[src/rtl/cpu_pkg.sv]
// Shared definitions for the 16-bit processor: widths, instruction field positions,
// the HALT encoding and the fetch-stage state encoding.
package cpu_pkg;

    localparam int DATA_WIDTH     = 16;
    localparam int IMM_DATA_WIDTH = 7;

    // Instruction format: [15:13] op, [12:10] rs, [9:7] rt, [6:0] imm
    localparam int OP_MSB  = 15;
    localparam int OP_LSB  = 13;
    localparam int RS_MSB  = 12;
    localparam int RS_LSB  = 10;
    localparam int RT_MSB  = 9;
    localparam int RT_LSB  = 7;
    localparam int IMM_MSB = 6;
    localparam int IMM_LSB = 0;

    localparam logic [DATA_WIDTH-1:0] HALT_WORD = 16'hFFFF;

    typedef enum logic [1:0] {
        IDLE = 2'd0,
        REQ  = 2'd1,
        HOLD = 2'd2
    } fetch_state_t;

    function automatic logic is_halt_word(input logic [DATA_WIDTH-1:0] word);
        return (word == HALT_WORD);
    endfunction

endpackage

[src/rtl/instr_fetch_stage_pc_counter.sv]
// Program counter: reset load, redirect load and +1 increment (wraps modulo 2^16).
module pc_counter
    import cpu_pkg::*;
#(
    parameter logic [DATA_WIDTH-1:0] RESET_PC = 16'h0000
) (
    input  logic                  clk,
    input  logic                  rst,
    input  logic                  load,
    input  logic [DATA_WIDTH-1:0] load_pc,
    input  logic                  inc,
    output logic [DATA_WIDTH-1:0] pc
);

    // PC register; redirect load wins over sequential increment
    always_ff @(posedge clk) begin
        if (rst) begin
            pc <= RESET_PC;
        end else if (load) begin
            pc <= load_pc;
        end else if (inc) begin
            pc <= pc + DATA_WIDTH'(1);
        end else begin
            pc <= pc;
        end
    end

endmodule

[src/rtl/instr_fetch_stage.sv]
// Fetch stage: owns the PC, requests instruction words and holds the fetched word for decode.
// Optional HALT support is compiled in when the macro IFETCH_HALT_EN is defined.
module instr_fetch_stage
    import cpu_pkg::*;
#(
    parameter logic [DATA_WIDTH-1:0] RESET_PC = 16'h0000
) (
    input  logic                      clk,
    input  logic                      rst,
    output logic                      imem_req,
    output logic [DATA_WIDTH-1:0]     imem_addr,
    input  logic [DATA_WIDTH-1:0]     imem_rdata,
    input  logic                      imem_valid,
    input  logic                      redirect_valid,
    input  logic [DATA_WIDTH-1:0]     redirect_pc,
    input  logic                      stall,
    output logic                      ifid_valid,
    output logic [DATA_WIDTH-1:0]     ifid_pc,
    output logic [DATA_WIDTH-1:0]     ifid_instr,
    output logic [OP_MSB-OP_LSB:0]    ifid_opcode,
    output logic [RS_MSB-RS_LSB:0]    ifid_rs,
    output logic [RT_MSB-RT_LSB:0]    ifid_rt,
    output logic [IMM_DATA_WIDTH-1:0] ifid_imm,
    output logic                      halted
);

    fetch_state_t          state_r;
    fetch_state_t          state_nxt_s;
    logic                  drop_r;
    logic [DATA_WIDTH-1:0] skid_r;
    logic [DATA_WIDTH-1:0] pc_s;
    logic [DATA_WIDTH-1:0] load_word_s;
    logic                  resp_s;
    logic                  accept_s;
    logic                  capture_s;
    logic                  release_s;
    logic                  load_s;
    logic                  halt_hit_s;
    logic                  pc_inc_s;

    // A live response is one not owed to a request abandoned by an earlier redirect
    assign resp_s      = (state_r == REQ) && imem_valid && !drop_r && !redirect_valid;
    assign accept_s    = resp_s && !stall;
    assign capture_s   = resp_s && stall;
    assign release_s   = (state_r == HOLD) && !stall && !redirect_valid;
    assign load_s      = accept_s || release_s;
    assign load_word_s = accept_s ? imem_rdata : skid_r;
    assign pc_inc_s    = load_s && !halt_hit_s;

    pc_counter #(
        .RESET_PC (RESET_PC)
    ) u_pc_counter (
        .clk     (clk),
        .rst     (rst),
        .load    (redirect_valid),
        .load_pc (redirect_pc),
        .inc     (pc_inc_s),
        .pc      (pc_s)
    );

    // Fetch FSM state register
    always_ff @(posedge clk) begin
        if (rst) begin
            state_r <= IDLE;
        end else begin
            state_r <= state_nxt_s;
        end
    end

    // Fetch FSM next-state logic
    always_comb begin
        state_nxt_s = state_r;
        if (redirect_valid) begin
            state_nxt_s = REQ;
        end else begin
            case (state_r)
                IDLE:    state_nxt_s = halted ? IDLE : REQ;
                REQ: begin
                    if (capture_s) begin
                        state_nxt_s = HOLD;
                    end else if (accept_s && halt_hit_s) begin
                        state_nxt_s = IDLE;
                    end else begin
                        state_nxt_s = REQ;
                    end
                end
                HOLD: begin
                    if (release_s) begin
                        state_nxt_s = halt_hit_s ? IDLE : REQ;
                    end else begin
                        state_nxt_s = HOLD;
                    end
                end
                default: state_nxt_s = IDLE;
            endcase
        end
    end

    // Fetch FSM outputs
    always_comb begin
        imem_req = 1'b0;
        case (state_r)
            REQ:     imem_req = 1'b1;
            IDLE:    imem_req = 1'b0;
            HOLD:    imem_req = 1'b0;
            default: imem_req = 1'b0;
        endcase
    end

    assign imem_addr = pc_s;

    // Drop flag: set when a redirect abandons a request still waiting for its response
    always_ff @(posedge clk) begin
        if (rst) begin
            drop_r <= 1'b0;
        end else if (redirect_valid) begin
            drop_r <= (state_r == REQ) && !imem_valid;
        end else if ((state_r == REQ) && imem_valid) begin
            drop_r <= 1'b0;
        end else begin
            drop_r <= drop_r;
        end
    end

    // Skid register holds the one word that arrived while decode was stalled
    always_ff @(posedge clk) begin
        if (rst) begin
            skid_r <= {DATA_WIDTH{1'b0}};
        end else if (redirect_valid) begin
            skid_r <= {DATA_WIDTH{1'b0}};
        end else if (capture_s) begin
            skid_r <= imem_rdata;
        end else begin
            skid_r <= skid_r;
        end
    end

    // Fetch/decode register; valid drops to a bubble when decode consumed it and nothing new arrived
    always_ff @(posedge clk) begin
        if (rst) begin
            ifid_valid <= 1'b0;
            ifid_pc    <= {DATA_WIDTH{1'b0}};
            ifid_instr <= {DATA_WIDTH{1'b0}};
        end else if (redirect_valid) begin
            ifid_valid <= 1'b0;
            ifid_pc    <= ifid_pc;
            ifid_instr <= ifid_instr;
        end else if (load_s) begin
            ifid_valid <= 1'b1;
            ifid_pc    <= pc_s;
            ifid_instr <= load_word_s;
        end else if (!stall) begin
            ifid_valid <= 1'b0;
            ifid_pc    <= ifid_pc;
            ifid_instr <= ifid_instr;
        end else begin
            ifid_valid <= ifid_valid;
            ifid_pc    <= ifid_pc;
            ifid_instr <= ifid_instr;
        end
    end

    assign ifid_opcode = ifid_instr[OP_MSB:OP_LSB];
    assign ifid_rs     = ifid_instr[RS_MSB:RS_LSB];
    assign ifid_rt     = ifid_instr[RT_MSB:RT_LSB];
    assign ifid_imm    = ifid_instr[IMM_MSB:IMM_LSB];

`ifdef IFETCH_HALT_EN
    logic halted_r;

    assign halt_hit_s = load_s && is_halt_word(load_word_s);
    assign halted     = halted_r;

    // Halt flag: set by loading the HALT word, cleared only by reset or redirect
    always_ff @(posedge clk) begin
        if (rst) begin
            halted_r <= 1'b0;
        end else if (redirect_valid) begin
            halted_r <= 1'b0;
        end else if (halt_hit_s) begin
            halted_r <= 1'b1;
        end else begin
            halted_r <= halted_r;
        end
    end
`else
    assign halt_hit_s = 1'b0;
    assign halted     = 1'b0;
`endif

endmodule
[config.mk]
export PLATFORM = sky130hd
export DESIGN_NAME = instr_fetch_stage
export DESIGN_NICKNAME = d
export VERILOG_FILES = /design/src/rtl/cpu_pkg.sv /design/src/rtl/instr_fetch_stage_pc_counter.sv /design/src/rtl/instr_fetch_stage.sv
export SDC_FILE = /design/constraint.sdc
export NUM_CORES = 1
export LEC_CHECK = 0
export CAP_MARGIN = 40
export CORE_UTILIZATION = 49
export DETAILED_ROUTE_END_ITERATION = 8
export PLACE_DENSITY = 0.85
export SETUP_SLACK_MARGIN = 0.3
export SYNTH_ARGS = -nofsm -noshare
export SYNTH_HDL_FRONTEND = slang
export SYNTH_SLANG_ARGS = --single-unit
[constraint.sdc]
create_clock -name clk -period 4.4 [get_ports clk]
set_input_delay 0.66 -clock clk [delete_from_list [all_inputs] [get_ports clk]]
set_output_delay 0.66 -clock clk [all_outputs]
set_load 0.02 [all_outputs]
## Yosys cells after proc, flatten, opt, wreduce, memory -nomap -nowiden

Index checks and enable logic that the tools add are counted.

| operators by class | value |
|---|---|
| muxes and demuxes | 12 |
| equality and inequality tests | 3 |
| add/sub/neg operators | 1 |
| bitwise gates (word level) | 1 |
| reductions and logical operators | 18 |

Operators with widths:

| cell | count |
|---|---|
| $mux 16 | 3 |
| $add 16x1->16 const B | 1 |
| $logic_and 1x1->1 | 8 |
| $mux 1 | 6 |
| $pmux 2 s3 | 1 |
| $logic_not 1->1 | 4 |
| $mux 2 | 2 |
| $reduce_bool 2->1 | 2 |
| $eq 2x1->1 const B | 1 |
| $eq 2x2->1 const B | 1 |
| $logic_not 2->1 | 1 |
| $ne 2x1->1 const B | 1 |
| $reduce_and 2->1 | 1 |
| $reduce_or 2->1 | 1 |
| $logic_or 1x1->1 | 1 |
| $not 1->1 | 1 |

| storage, ports and cells | value |
|---|---|
| input port bits | 37 |
| output and inout port bits | 67 |
| word-level logic and storage cells | 43 |
| bits in registers | 68 |

## Logic depth before layout (Yosys ltp)

| depth | value |
|---|---|
| depth in word-level cells | 8 |
| mapped depth | 7 |
| depth with buffers taken out | 5 |

## Cells and area by module

A second synthesis with hierarchy kept.

| second synthesis, totals | value |
|---|---|
| cell total of the unflattened synthesis | 392 |
| area total of the unflattened synthesis | 3,390.8 µm² |

By module, submodules not included:

| module | cells an instance | area an instance (µm²) | times used |
|---|---|---|---|
| instr_fetch_stage | 280 | 2,406.1 | 1 |
| pc_counter | 112 | 984.7 | 1 |

## Worst setup path before layout

Ideal clock, no wire load.

| timing | value |
|---|---|
| kind | input port to flip-flop |
| start point | input port imem_valid |
| end point | register u_pc_counter.pc[13] |
| stages on the path | 6 |
| path slack | 2,326 ps |
| buffers on the path | 2 |
| required time | 4,280 ps |
| library setup time | 120 ps |
| data arrival time | 1,955 ps |
| cell sequence | nand4bb_1 > buf_6 > a211o_1 > buf_6 > o41a_1 > o31a_1 |

| on the way | value |
|---|---|
| longest elaborated chain between the ends | 6 |

Ends and longest elaborated chain:

| item | line | RTL |
|---|---|---|
| from (decl) | instr_fetch_stage.sv:13 | `input logic imem_valid,` |
| $logic_and 1x1->1 (3 in series) | instr_fetch_stage.sv:42 | `assign resp_s = (state_r == REQ) && imem_valid && !drop_r && !redirect_valid;` |
| $logic_and 1x1->1 | instr_fetch_stage.sv:43 | `assign accept_s = resp_s && !stall;` |
| $logic_or 1x1->1 | instr_fetch_stage.sv:46 | `assign load_s = accept_s \|\| release_s;` |
| $reduce_bool 2->1 (no source line) | - |  |
| to (signal assigned) | instr_fetch_stage_pc_counter.sv:20 | `pc <= load_pc;` |
| to (signal assigned) | instr_fetch_stage_pc_counter.sv:22 | `pc <= pc + DATA_WIDTH'(1);` |
| to (signal assigned) | instr_fetch_stage_pc_counter.sv:24 | `pc <= pc;` |
| to (decl) | instr_fetch_stage_pc_counter.sv:12 | `output logic [DATA_WIDTH-1:0] pc` |

No other way between the ends.
A chain may end at the register's enable or synchronous reset.

## Worst setup path after layout

Ends and elaborated chain as after synthesis.

==> flow_metrics.tcl <==
set metrics [dict create \
    ys.flop_type "dfxtp_1" \
    grt_pass1_wl_mm 12.2 \
    worst_slack_ns 1.78 \
    routedWlPerCell_um 14.1 \
    worstMarginPinSlew_ns 0.908 \
    stdcell_count 537 \
    drtIter0Drc 173 \
    critical-path-max-stage-delay_ns 0.64 \
    final_cell_mix "nand2_1, clkdlybuf4s50_1, dfxtp_1, a21oi_1, nor2_1" \
    num_antenna_cells 0 \
    synth_seq_area_share_pct 44.6 \
    synth_edf_count 0 \
    required_ns 4.63 \
    grt_max_degree 52 \
    syn-cell-area_sq_um 3050 \
    synthAdderAreaFrac_pct 0.410 \
    dieArea_sq_um 6540 \
    antenna_found_initial 0 \
    finalCritPeriodShare_pct 59.5 \
    end_kind "register" \
    vias 3013 \
    synth_warnings 0 \
    path_buf_inv 1 \
    synth_top_family_by_area "simple AND/OR/NAND/NOR gates" \
    grt_pass1_vias 2771 \
    die_y_um 80.9 \
    async_flop_share_pct 0 \
    seq_area_sq_um 1360 \
    syn_inst 382 \
    grt_overflow 0 \
    worst_clock_skew_ns 0.00611 \
    grt_usage_pct 24.2 \
    core_area_sq_um 5960 \
    tns_ns 0 \
    rsz0062_at_grt "no" \
    mostFrequentLayoutCell "nand2_1" \
    min_path_type "register to register" \
    utilization_pct 70.3 \
    die_x_um 80.9 \
    clockBufferDepth 2 \
    synthMuxAreaShare_pct 0.328 \
    worst-path-max-fanout 19 \
    area_growth_pct 37.3 \
    min_period_ns 2.62 \
    routed_wl_mm 7.59 \
    post_cts_resized 0 \
    post_cts_buffers 0 \
    port_buffers 102 \
    pwr_density_cell_nw_per_um2 344 \
    max_cap_viol_count 0 \
    synth_compound_area_share_pct 20.4 \
    drive_above_1_share_pct 5.63 \
    p_leak_nw 1.33 \
    setup_viol 0 \
    cp_cell_sequence "clkdlybuf4s50_1, nand4bb_1, a211o_1, o41a_1, o31a_1" \
    post-place-ws_ns 1.41 \
    first_pass_iters 5 \
    finalMaxSlewViolations 0 \
    ios 104 \
    cts.clk_slew.worst_paths_ns 0.07 \
    gp_congestion 0.755 \
    syn_area_per_cell_sq_um 7.99 \
    cts.sinks 68 \
    synth.distinct_cells 47 \
    ys_ff_latch 68 \
    drc 0 \
    fp-row-count 28 \
    cp.arrival_ns 2.85 \
    nets 495 \
    nFillCells 482 \
    hold_buffers 0 \
    ant_nets 0 \
    hold_slack_ns 0.454 \
    multi_input_area_sq_um 1420 \
    cts_buffers 9 \
    cts_root_buf "clkbuf_8" \
    max-vdd-ir-drop_mv 0.227 \
    hold_viol_final 0 \
    crit_type "primary input to register" \
    cts_tree "yes" \
    vias_per_cell 5.61 \
    syn_nets 420 \
    start_util_pct 51.2 \
    insertion_delay_ns 0.34 \
    dp.cells 521 \
    relSlewSlack_pct 39.5 \
    crit_path_start_kind "primary input" \
    yosys.area_share.simple_pct 23.8 \
    synth_xor_xnor_area_share_pct 1.44 \
    dp_hpwl_mm 5.23 \
    status "finished clean" \
    htree_num_levels 3 \
    cpMaxStageDelayCell "a211o_1" \
    max_freq_ghz 0.382 \
    critPathTopFamily "compound AO/OA/AOI/OAI gates" \
]
==> layer usage <==
layer | vias to the layer above | wire length [um] | GRT usage, %
li1 | 1464 | - | -
met1 | 1409 | 3060 | 27.3
met2 | 129 | 3860 | 43.1
met3 | 11 | 605 | 7.75
met4 | 0 | 72 | 7.14
met5 | - | 0 | 0
==> synth_stat cells (2+ instances only) <==
cell type    n  share of area [%]
a211oi_1    10                2.5
buf_2        4               0.66
or4_1        3               0.74
o21bai_1     2               0.49
buf_6        2               0.74
a21oi_1     38                6.2
and3_1       2               0.41
a311oi_1    23                6.6
dfxtp_1     68                 45
and4_1       2               0.57
nand2_1    103                 13
nand3_1      6               0.98
or2_2        2               0.41
nand4_1      5                1.0
xnor2_1      5                1.4
clkbuf_1    19                2.3
nor2_1      32                3.9
o21ai_0      2               0.33
inv_1        6               0.74
buf_4       17                4.2
a2111oi_0    3               0.86
o31ai_1      3               0.74
==> state kept, by name, summed over array words and instances, names as in the netlist <==
register	count
drop_r	1
ifid_instr	16
ifid_pc	16
ifid_valid	1
skid_r	16
state_r	2
u_pc_counter.pc	16
==> logic make-up (layout without fill, tap and decap cells) <==
group	count (synthesis)	after routing
xor+xnor	5	5
other cells	1	1
simple gates	167	167
buf+inv	50	130
mux	1	1
flops	68	68
fa+ha+maj	1	1
compound gates	89	89
==> through the flow <==
| stage | total power, W | area [sq um] |
|---|---|---|
| floorplan | 0.000768 | 3050 |
| global placement | 0.000852 | 3940 |
| finish | 0.00144 | 4190 |
| global route | 0.00149 | 4190 |
| CTS | 0.00145 | 4190 |
| detailed placement | 0.000857 | 3960 |
==> layout make-up <==
class	instances	share of cell area, %
clock buffer	11	3.14
clock inverter	5	2.39
inverter	7	0.627
multi-input combinational	264	34.0
sequential	68	32.5
tap	75	2.24
timing repair buffer	107	25.1
==> where the power goes <==
part | switching [W] | internal (W) | total, W
clock network | 0.000223 | 0.000375 | 0.000598
registers | 0.0000239 | 0.000635 | 0.000659
logic | 0.0000937 | 0.0000907 | 0.000184
total | 0.000341 | 0.00110 | 0.00144
==> worst register-to-register path, cell delays in order, from the launching register on <==
cell,delay [ns]
dfxtp_1,0.36
nand4bb_1,0.42
a211o_1,0.64
o41a_1,0.50
o31a_1,0.23
==> worst paths after layout <==
kind | start | end | slack (ns) | cells after the start
min | ifid_pc[6]$_SDFFE_PP0P_ | ifid_pc[6]$_SDFFE_PP0P_ | 0.45 | 2
max reg2reg | state_r[1]$_SDFF_PP0_ | u_pc_counter.pc[13]$_SDFFE_PP0P_ | 2.14 | 4
min reg2reg | ifid_pc[6]$_SDFFE_PP0P_ | ifid_pc[6]$_SDFFE_PP0P_ | 0.45 | 2
max | imem_valid | u_pc_counter.pc[13]$_SDFFE_PP0P_ | 1.78 | 5
Note: power is estimated with default switching activity, not from simulation.
